$ cat src/rtl/operand_fetch_pkg.sv
// Shared widths and sizes for the operand fetch stage and its scoreboard.
package operand_fetch_pkg;
  localparam int REG_COUNT          = 32;
  localparam int REG_ADDR_WIDTH     = 5;
  localparam int REGFILE_ADDR_WIDTH = 6;
  localparam int DATA_WIDTH         = 32;
endpackage

$ cat src/rtl/operand_fetch_if.sv
// Decode, regfile, writeback and execute-side signals seen by operand_fetch.
interface operand_fetch_if
  import operand_fetch_pkg::*;
();
  logic                          in_valid;
  logic                          in_ready;
  logic [REG_ADDR_WIDTH-1:0]     in_rs1;
  logic [REG_ADDR_WIDTH-1:0]     in_rs2;
  logic [REG_ADDR_WIDTH-1:0]     in_rd;
  logic                          in_rd_write;
  logic [REGFILE_ADDR_WIDTH-1:0] address_read_1;
  logic [REGFILE_ADDR_WIDTH-1:0] address_read_2;
  logic [DATA_WIDTH-1:0]         read_data_1;
  logic [DATA_WIDTH-1:0]         read_data_2;
  logic                          wb_valid;
  logic [REG_ADDR_WIDTH-1:0]     wb_rd;
  logic [DATA_WIDTH-1:0]         wb_data;
  logic                          out_valid;
  logic                          out_ready;
  logic [DATA_WIDTH-1:0]         out_operand_1;
  logic [DATA_WIDTH-1:0]         out_operand_2;
  logic [REG_ADDR_WIDTH-1:0]     out_rd;
  logic                          out_rd_write;

  // The surrounding pipeline (decode, regfile, writeback, execute).
  modport master (
    output in_valid, in_rs1, in_rs2, in_rd, in_rd_write,
    output read_data_1, read_data_2,
    output wb_valid, wb_rd, wb_data,
    output out_ready,
    input  in_ready, address_read_1, address_read_2,
    input  out_valid, out_operand_1, out_operand_2, out_rd, out_rd_write
  );

  // The operand fetch stage itself.
  modport slave (
    input  in_valid, in_rs1, in_rs2, in_rd, in_rd_write,
    input  read_data_1, read_data_2,
    input  wb_valid, wb_rd, wb_data,
    input  out_ready,
    output in_ready, address_read_1, address_read_2,
    output out_valid, out_operand_1, out_operand_2, out_rd, out_rd_write
  );
endinterface

$ cat src/rtl/operand_fetch_scoreboard.sv
// Register busy tracking: a bit is set when a writer issues and cleared on its writeback.
module scoreboard
  import operand_fetch_pkg::*;
(
  input  logic                      clock,
  input  logic                      reset,
  input  logic [REG_ADDR_WIDTH-1:0] rs1,
  input  logic [REG_ADDR_WIDTH-1:0] rs2,
  input  logic [REG_ADDR_WIDTH-1:0] rd,
  input  logic                      wb_valid,
  input  logic [REG_ADDR_WIDTH-1:0] wb_rd,
  input  logic                      set_en,
  input  logic [REG_ADDR_WIDTH-1:0] set_rd,
  output logic                      busy_rs1,
  output logic                      busy_rs2,
  output logic                      busy_rd
);

  logic [REG_COUNT-1:0] busy_q;
  logic [REG_COUNT-1:0] busy_d;

  // A register being written back this cycle is already free for readers.
  function automatic logic eff_busy(input logic [REG_COUNT-1:0] busy,
                                    input logic [REG_ADDR_WIDTH-1:0] r,
                                    input logic wbv,
                                    input logic [REG_ADDR_WIDTH-1:0] wbr);
    return busy[r] && !(wbv && (wbr == r));
  endfunction

  always_comb begin
    busy_rs1 = eff_busy(busy_q, rs1, wb_valid, wb_rd);
    busy_rs2 = eff_busy(busy_q, rs2, wb_valid, wb_rd);
    busy_rd  = eff_busy(busy_q, rd,  wb_valid, wb_rd);
  end

  // Clear first so a same-edge set on the same register wins.
  always_comb begin
    busy_d = busy_q;
    if (wb_valid && (wb_rd != '0))
      busy_d[wb_rd] = 1'b0;
    if (set_en)
      busy_d[set_rd] = 1'b1;
    busy_d[0] = 1'b0;
  end

  always_ff @(posedge clock) begin
    if (!reset)
      busy_q <= '0;
    else
      busy_q <= busy_d;
  end

endmodule

$ cat src/rtl/operand_fetch.sv
// Operand fetch stage: hazard-gated issue, writeback forwarding, one-deep output register.
module operand_fetch
  import operand_fetch_pkg::*;
(
  input  logic          clock,
  input  logic          reset,
  operand_fetch_if.slave bus
);

  logic                      busy_rs1;
  logic                      busy_rs2;
  logic                      busy_rd;
  logic                      hazard;
  logic                      in_ready_p0;
  logic                      accept;
  logic                      set_en;
  logic [DATA_WIDTH-1:0]     op1_p0;
  logic [DATA_WIDTH-1:0]     op2_p0;

  logic                      vld_p1;
  logic [DATA_WIDTH-1:0]     op1_p1;
  logic [DATA_WIDTH-1:0]     op2_p1;
  logic [REG_ADDR_WIDTH-1:0] rd_p1;
  logic                      rd_write_p1;

  // x0 is hardwired zero; otherwise a same-cycle writeback beats the stale regfile read.
  function automatic logic [DATA_WIDTH-1:0] fwd_operand(
    input logic [REG_ADDR_WIDTH-1:0] rs,
    input logic [DATA_WIDTH-1:0]     rf_data,
    input logic                      wbv,
    input logic [REG_ADDR_WIDTH-1:0] wbr,
    input logic [DATA_WIDTH-1:0]     wbd
  );
    if (rs == '0)
      return '0;
    else if (wbv && (wbr == rs))
      return wbd;
    else
      return rf_data;
  endfunction

  scoreboard u_scoreboard (
    .clock    (clock),
    .reset    (reset),
    .rs1      (bus.in_rs1),
    .rs2      (bus.in_rs2),
    .rd       (bus.in_rd),
    .wb_valid (bus.wb_valid),
    .wb_rd    (bus.wb_rd),
    .set_en   (set_en),
    .set_rd   (bus.in_rd),
    .busy_rs1 (busy_rs1),
    .busy_rs2 (busy_rs2),
    .busy_rd  (busy_rd)
  );

  // Stage p0: hazard check, handshake and operand selection
  always_comb begin
    hazard      = bus.in_valid &&
                  (busy_rs1 || busy_rs2 || (bus.in_rd_write && busy_rd));
    in_ready_p0 = reset && !hazard && (!vld_p1 || bus.out_ready);
    accept      = bus.in_valid && in_ready_p0;
    set_en      = accept && bus.in_rd_write && (bus.in_rd != '0);
    op1_p0      = fwd_operand(bus.in_rs1, bus.read_data_1, bus.wb_valid, bus.wb_rd, bus.wb_data);
    op2_p0      = fwd_operand(bus.in_rs2, bus.read_data_2, bus.wb_valid, bus.wb_rd, bus.wb_data);
  end

  assign bus.in_ready       = in_ready_p0;
  assign bus.address_read_1 = {1'b0, bus.in_rs1};
  assign bus.address_read_2 = {1'b0, bus.in_rs2};

  // Stage p1: output bundle register, held while execute stalls
  always_ff @(posedge clock) begin
    if (!reset) begin
      vld_p1      <= 1'b0;
      rd_write_p1 <= 1'b0;
      op1_p1      <= '0;
      op2_p1      <= '0;
      rd_p1       <= '0;
    end else if (accept) begin
      vld_p1      <= 1'b1;
      rd_write_p1 <= bus.in_rd_write && (bus.in_rd != '0);
      op1_p1      <= op1_p0;
      op2_p1      <= op2_p0;
      rd_p1       <= bus.in_rd;
    end else if (bus.out_ready) begin
      vld_p1      <= 1'b0;
    end
  end

  assign bus.out_valid     = vld_p1;
  assign bus.out_operand_1 = op1_p1;
  assign bus.out_operand_2 = op2_p1;
  assign bus.out_rd        = rd_p1;
  assign bus.out_rd_write  = rd_write_p1;

endmodule

$ cat src/flat_wrapper.sv
// flat-port wrapper written by rule: the top's interface ports become plain ports
module operand_fetch_flat import operand_fetch_pkg::*;
  (clock, reset, bus_in_valid, bus_in_rs1, bus_in_rs2, bus_in_rd, bus_in_rd_write, bus_read_data_1, bus_read_data_2, bus_wb_valid, bus_wb_rd, bus_wb_data, bus_out_ready, bus_in_ready, bus_address_read_1, bus_address_read_2, bus_out_valid, bus_out_operand_1, bus_out_operand_2, bus_out_rd, bus_out_rd_write);
  operand_fetch_if bus_i ();
  input  logic clock;
  input  logic reset;
  input wire logic [$bits(bus_i.in_valid)-1:0] bus_in_valid;
  input wire logic [$bits(bus_i.in_rs1)-1:0] bus_in_rs1;
  input wire logic [$bits(bus_i.in_rs2)-1:0] bus_in_rs2;
  input wire logic [$bits(bus_i.in_rd)-1:0] bus_in_rd;
  input wire logic [$bits(bus_i.in_rd_write)-1:0] bus_in_rd_write;
  input wire logic [$bits(bus_i.read_data_1)-1:0] bus_read_data_1;
  input wire logic [$bits(bus_i.read_data_2)-1:0] bus_read_data_2;
  input wire logic [$bits(bus_i.wb_valid)-1:0] bus_wb_valid;
  input wire logic [$bits(bus_i.wb_rd)-1:0] bus_wb_rd;
  input wire logic [$bits(bus_i.wb_data)-1:0] bus_wb_data;
  input wire logic [$bits(bus_i.out_ready)-1:0] bus_out_ready;
  output wire logic [$bits(bus_i.in_ready)-1:0] bus_in_ready;
  output wire logic [$bits(bus_i.address_read_1)-1:0] bus_address_read_1;
  output wire logic [$bits(bus_i.address_read_2)-1:0] bus_address_read_2;
  output wire logic [$bits(bus_i.out_valid)-1:0] bus_out_valid;
  output wire logic [$bits(bus_i.out_operand_1)-1:0] bus_out_operand_1;
  output wire logic [$bits(bus_i.out_operand_2)-1:0] bus_out_operand_2;
  output wire logic [$bits(bus_i.out_rd)-1:0] bus_out_rd;
  output wire logic [$bits(bus_i.out_rd_write)-1:0] bus_out_rd_write;
  assign bus_i.in_valid = bus_in_valid;
  assign bus_i.in_rs1 = bus_in_rs1;
  assign bus_i.in_rs2 = bus_in_rs2;
  assign bus_i.in_rd = bus_in_rd;
  assign bus_i.in_rd_write = bus_in_rd_write;
  assign bus_i.read_data_1 = bus_read_data_1;
  assign bus_i.read_data_2 = bus_read_data_2;
  assign bus_i.wb_valid = bus_wb_valid;
  assign bus_i.wb_rd = bus_wb_rd;
  assign bus_i.wb_data = bus_wb_data;
  assign bus_i.out_ready = bus_out_ready;
  assign bus_in_ready = bus_i.in_ready;
  assign bus_address_read_1 = bus_i.address_read_1;
  assign bus_address_read_2 = bus_i.address_read_2;
  assign bus_out_valid = bus_i.out_valid;
  assign bus_out_operand_1 = bus_i.out_operand_1;
  assign bus_out_operand_2 = bus_i.out_operand_2;
  assign bus_out_rd = bus_i.out_rd;
  assign bus_out_rd_write = bus_i.out_rd_write;
  operand_fetch u_core (.clock(clock), .reset(reset), .bus(bus_i));
endmodule
$ cat config.mk
export PLATFORM = sky130hd
export DESIGN_NAME = operand_fetch_flat
export DESIGN_NICKNAME = d
export VERILOG_FILES = /design/src/rtl/operand_fetch_pkg.sv /design/src/rtl/operand_fetch_if.sv /design/src/rtl/operand_fetch_scoreboard.sv /design/src/rtl/operand_fetch.sv /design/src/flat_wrapper.sv
export SDC_FILE = /design/constraint.sdc
export NUM_CORES = 1
export LEC_CHECK = 0
export CAP_MARGIN = 40
export CORE_MARGIN = 8
export CORE_UTILIZATION = 48
export CTS_CLUSTER_SIZE = 10
export DETAILED_ROUTE_END_ITERATION = 12
export PLACE_DENSITY_LB_ADDON = 0.1
export SETUP_SLACK_MARGIN = 0.02
export SLEW_MARGIN = 40
export SYNTH_ARGS = -nofsm -noshare
export SYNTH_HDL_FRONTEND = slang
export SYNTH_HIERARCHICAL = 1
export SYNTH_SLANG_ARGS = --single-unit
$ cat constraint.sdc
create_clock -name clock -period 4.73 [get_ports clock]
set_input_delay 0.946 -clock clock [delete_from_list [all_inputs] [get_ports clock]]
set_output_delay 0.946 -clock clock [all_outputs]
set_load 0.03 [all_outputs]
==> impl_metrics.tcl, run 1 <==
set metrics [dict create \
    outcome "completed" \
    hold_viol 0 \
    p_leak_nw 3.009 \
    async_reset_ff_share_pct 0 \
    clkLatencyLatePin_ps 350 \
    powerDensity_mw_per_mm2 293.2 \
    clock-sinks 102 \
    worst_pin_slew_ps 681.8 \
    wl_mm 25.40 \
    syn-instance-count 722 \
    gp_congestion 0.9608 \
    r2r_end "u_core/u_scoreboard/busy_q[3]$_SDFF_PN0_" \
    dieArea_sq_mm 0.01757 \
    clockBufferDepth 2 \
    synth_area_per_cell_sq_um 9.032 \
    rr_startpoint "u_core/u_scoreboard/busy_q[23]$_SDFF_PN0_" \
    end_kind "output port" \
    ys_seq_area_share_pct 31.31 \
    vias 6818 \
    grt_util_all_layers_pct 27.92 \
    r2r_cells 11 \
    worst_slack_ps 257.4 \
    cts_resized 0 \
    antenna_left 0 \
    fin_crit_sh_pct 94.56 \
    path_clk_slew_ps 70 \
    postCtsSetupRepairBufs 0 \
    initial_core_util_pct 49.24 \
    place_area_sq_mm 0.008613 \
    fmax_mhz 223.6 \
    yosysMostFrequentCell "dfxtp_1" \
    cts_hold_buf 0 \
    yosysWarnings 6 \
    cts-root-buf "clkbuf_16" \
    ioPinCount 206 \
    die_y_microns 132.6 \
    criticalPathCategory "primary input to output port" \
    grt_pass1_vias 6709 \
    portBuffers 203 \
    synth_enable_flop_cells 0 \
    core-area_sq_mm 0.01324 \
    register_area_sq_mm 0.002042 \
    yosys.area.top_type "dfxtp_1" \
    syn_to_final_growth_pct 37.07 \
    fin_area_sq_mm 0.008939 \
    setup_viol 0 \
    hp-class "flip-flop to flip-flop" \
    layout-drive-gt1-share_pct 15.12 \
    cts_buffers 9 \
    maxSlewHeadroom_pct 54.41 \
    multi_input_area_sq_mm 0.003995 \
    dp_hpwl_mm 18.45 \
    ys_ff_latch 102 \
    wire_per_inst_microns 23.76 \
    drt_iter0_drc 846 \
    avgViaCountPerCell 6.378 \
    ys_types 51 \
    synthFlopType "dfxtp_1" \
    rsz0062_at_grt "false" \
    num_antenna_cells 0 \
    drc 0 \
    fin_crit_ps 4473 \
    path_max_fanout 8 \
    row_count 42 \
    grt_first_pass_wirelength_mm 39.16 \
    htreeDepth 3 \
    cp.arrival_ps 3530 \
    yosys-top-cells-area "dfxtp_1 31%, a211oi_2 11%, a41oi_1 8.6%" \
    overflow 0 \
    antenna_found_initial 1 \
    synth.cell_area_sq_mm 0.006521 \
    reg2reg_slack_ps 1600 \
    peakVddDrop_mv 0.1556 \
    fin_worst_skew_ps 7.528 \
    endpoint "bus_in_ready" \
    nFillCells 1106 \
    synth.top_cell.area_share_pct 31.31 \
    drt-pass1-iter-count 5 \
    finalMaxSlewViolations 0 \
    synthTopCellsByCount "102 x dfxtp_1, 81 x o21ai_0, 74 x nor2_1" \
    place_ws_ps 262.4 \
    critPathLaunch "bus_in_rs2[2]" \
    die_x_microns 132.6 \
    start_kind "primary input" \
    cts_tree "yes" \
    cp.required_ps 3780 \
    fin_nets 1010 \
    final_util_pct 67.50 \
    setup_tns_ps 0 \
    cap_violations 0 \
    grt_start_max_net_pins 71 \
]
## worst min-delay path by stage
stage                                                    from  slack (ps)  depth (start not counted)                                         to
detailed placement          u_core/bus.out_rd[3]$_SDFFE_PN0P_         450                          2          u_core/bus.out_rd[3]$_SDFFE_PN0P_
global placement            u_core/bus.out_rd[3]$_SDFFE_PN0P_         450                          2          u_core/bus.out_rd[3]$_SDFFE_PN0P_
floorplan           u_core/u_scoreboard/busy_q[16]$_SDFF_PN0_         460                          2  u_core/u_scoreboard/busy_q[16]$_SDFF_PN0_
finish                      u_core/bus.out_rd[1]$_SDFFE_PN0P_         470                          2          u_core/bus.out_rd[1]$_SDFFE_PN0P_
CTS                         u_core/bus.out_rd[3]$_SDFFE_PN0P_         470                          2          u_core/bus.out_rd[3]$_SDFFE_PN0P_
global route                u_core/bus.out_rd[3]$_SDFFE_PN0P_         480                          2          u_core/bus.out_rd[3]$_SDFFE_PN0P_
## logic make-up after synthesis
| group | synth area share, % |
|---|---|
| AOI/OAI and AO/OA | 35.48 |
| xor gates and xnor gates | 3.358 |
| buffers and inverters | 7.982 |
| DFF | 31.31 |
| muxes | 8.058 |
| other | 0.05750 |
| and+or+nand+nor | 13.76 |
## metrics by stage
stage	total power, W	cells	hold WS [ps]
2_1_floorplan	0.001461	723	462.8
3_3_place_gp	0.001794	1053	447.7
3_5_place_dp	0.001809	1053	453.7
4_1_cts	0.002627	1069	467.3
5_1_grt	0.002721	1069	476.7
6_report	0.002621	1069	466.1
## area by class of cell
cell class	count	area share, %
Inverter	3	0.1260
Tap cell	176	2.464
Timing Repair Buffer	239	26.23
Sequential cell	102	22.84
Clock inverter	5	0.9239
Clock buffer	11	2.716
Multi-Input combinational cell	533	44.69
## registers in the layout, indices dropped and copies added, names as in the netlist
name                        cells
u_core/bus.out_operand_2       32
u_core/bus.out_rd_write         1
u_core/bus.out_valid            1
u_core/bus.out_rd               5
u_core/u_scoreboard/busy_q     31
u_core/bus.out_operand_1       32
## routing by layer
layer  wire [microns]  vias up  GRT usage (%)
li1                 -     3078              -
met1            10430     3275          35.23
met4              890        2          12.56
met2            11640      389          43.55
met5               13        -              0
met3             2430       74          7.684
## power by group
group / leakage (nW) / switching (W) / internal, W
logic: 2.01 / 0.000481 / 0.000357
registers: 0.835 / 0.0000361 / 0.000923
clock network: 0.160 / 0.000343 / 0.000480
## critical path, cell delays in order
cell and delay [ps]:
clkdlybuf4s50_1 680, mux4_2 540, or3b_1 360, o2111ai_1 100, o32ai_1 170, a211oi_4 270, nor2b_1 70, nor3_1 200
buf_4 200
## layout by cell type (no fill, tap or decap), types with 23 or more instances in the layout
cell type          n
clkdlybuf4s50_1  201
dfxtp_1          102
o21ai_0           81
nor2_1            74
a41oi_1           64
a211oi_2          58
nand2_1           58
buf_4             33
a21boi_1          31
xnor2_1           23
No activity file was read; power rests on OpenSTA's default activity.
==> inputs of run 2 (changes only) <==
- CORE_MARGIN: 8 -> 2
- HOLD_SLACK_MARGIN: unset -> 0.03
- SLEW_MARGIN: 40 -> unset
==> run 2 against run 1 <==
- combinational power barely moved
- design area rose by 0.29%
- clock-buffer cell count fell by 1
- die area fell by 17%
- highest routed layer is now met4
==> impl_metrics.tcl, run 2 (synthesis results as in run 1) <==
set metrics [dict create \
    path_max_fanout 6 \
    clockBufferDepth 2 \
    initial_core_util_pct 49.24 \
    criticalPathCategory "primary input to output port" \
    layout-drive-gt1-share_pct 15.29 \
    gp_congestion 0.9429 \
    ioPinCount 206 \
    clkLatencyLatePin_ps 360 \
    cp.required_ps 3780 \
    cts_buffers 9 \
    critical_path.max_stage_delay_ps 670 \
    cts-root-buf "clkbuf_16" \
    end_kind "output port" \
    nFillCells 1118 \
    die_x_microns 120.6 \
    cts_tree "yes" \
    drt_iter0_drc 813 \
    place_ws_ps 194.0 \
    syn_to_final_growth_pct 37.47 \
    p_sw_w 0.0008592 \
    total_power_w 0.002623 \
    worst_pin_slew_ps 578.8 \
    internal_power_w 0.001764 \
    cp.arrival_ps 3580 \
    p_leak_nw 3.026 \
    dp_hpwl_mm 16.75 \
    power_frac_comb_pct 31.9 \
    dieArea_sq_mm 0.01453 \
    wl_mm 23.27 \
    rsz0062_at_grt "false" \
    hp-class "flip-flop to flip-flop" \
    path_clk_slew_ps 70 \
    portBuffers 203 \
    fmax_mhz 221.0 \
    fin_worst_skew_ps 10.61 \
    pwr-share-clk_pct 31.6 \
    fin_nets 1013 \
    clock-sinks 102 \
    switching_share_pct 32.76 \
    setup_tns_ps 0 \
    worst_slack_ps 205.8 \
    cp_slowest_cell "clkdlybuf4s50_1" \
    hp-start "u_core/bus.out_rd[1]$_SDFFE_PN0P_" \
    cp_cell_sequence "clkdlybuf4s50_1 -> mux4_2 -> or3b_1 -> o2111ai_1 -> o32ai_1 -> a211oi_4 -> nor2b_1 -> nor3_1 -> buf_4" \
    drt-pass1-iter-count 7 \
    grt_util_all_layers_pct 31.56 \
    overflow 0 \
    grt_start_max_net_pins 71 \
    grt_first_pass_wirelength_mm 35.96 \
    start_kind "primary input" \
    vias 6761 \
    mostFrequentLayoutCells "201 x clkdlybuf4s50_1, 102 x dfxtp_1, 81 x o21ai_0, 74 x nor2_1, 64 x a41oi_1" \
    num_antenna_cells 0 \
    antenna_left 0 \
    grt_pass1_vias 6447 \
    drc 0 \
    rr_startpoint "u_core/u_scoreboard/busy_q[27]$_SDFF_PN0_" \
    critPathLaunch "bus_in_rs2[0]" \
    powerDensity_mw_per_mm2 292.6 \
    postCtsSetupRepairBufs 0 \
    fin_crit_sh_pct 95.65 \
    seqPwrFrac_pct 36.5 \
    multi_input_area_sq_mm 0.003990 \
    finalMaxSlewViolations 0 \
    setup_viol 0 \
    avgViaCountPerCell 6.307 \
    outcome "completed" \
    peakVddDrop_mv 0.1931 \
    maxSlewHeadroom_pct 61.42 \
    cts_hold_buf 0 \
    wire_per_inst_microns 21.70 \
    die_y_microns 120.6 \
    antenna_found_initial 0 \
    final_util_pct 67.70 \
    row_count 42 \
    core-area_sq_mm 0.01324 \
    cts_resized 0 \
    htreeDepth 3 \
    hold_viol 0 \
    register_area_sq_mm 0.002042 \
    fin_crit_ps 4524 \
    cap_violations 0 \
    final_common_cell "clkdlybuf4s50_1" \
]
run 2: cell types whose count changed in the layout (fill, tap and decap cells not counted), moves of 2 or more:
cell and change:
buf_8 +2, buf_4 +2, nand2_1 +2, nand2_2 -2
run 2: per-layer routing:
layer  wire length [microns]  vias up  track usage, %
met5                       0        -               0
met2                   10950      367           51.20
met4                     533        0           11.70
li1                        -     3083               -
met3                    1891       43           5.236
met1                    9896     3268           42.30
run 2: cell type report:
cell class | instances | area share (%)
multi-input combinational | 533 | 44.51
inverter | 3 | 0.1256
clock buffer | 10 | 2.666
timing repair buffer | 242 | 26.43
tap | 176 | 2.456
sequential | 102 | 22.78
clock inverter | 6 | 1.033
run 2: final timing paths:
path	endpoint	cells past startpoint	slack [ps]
worst max register to register	u_core/u_scoreboard/busy_q[11]$_SDFF_PN0_	11	1600
worst min register to register	u_core/bus.out_rd[1]$_SDFFE_PN0P_	2	470
worst max-delay path	bus_in_ready	9	210
worst min-delay path	u_core/bus.out_rd[1]$_SDFFE_PN0P_	2	470
run 2: worst max-delay path: cells and delay by family:
family | cells | cell delay (ps)
mux | 1 | 550
simple gates | 3 | 650
buf+inv | 2 | 870
compound gates | 3 | 550
run 2: per-stage QoR:
step           instance area (sq um)  cells  hold WS [ps]
6_report                        8965   1072         472.6
5_1_grt                         8965   1072         496.1
4_1_cts                         8965   1072         472.2
3_5_place_dp                    8633   1056         455.4
3_3_place_gp                    8603   1054         450.3
2_1_floorplan                   6525    723         462.8
run 2: power by group through the flow:
stage	registers [W]	logic, W	clock network (W)
CTS	0.000957	0.000831	0.000842
detailed placement	0.000977	0.000828	0
finish	0.000958	0.000837	0.000828
floorplan	0.00110	0.000364	0
global placement	0.000974	0.000811	0
global route	0.000965	0.000883	0.000874
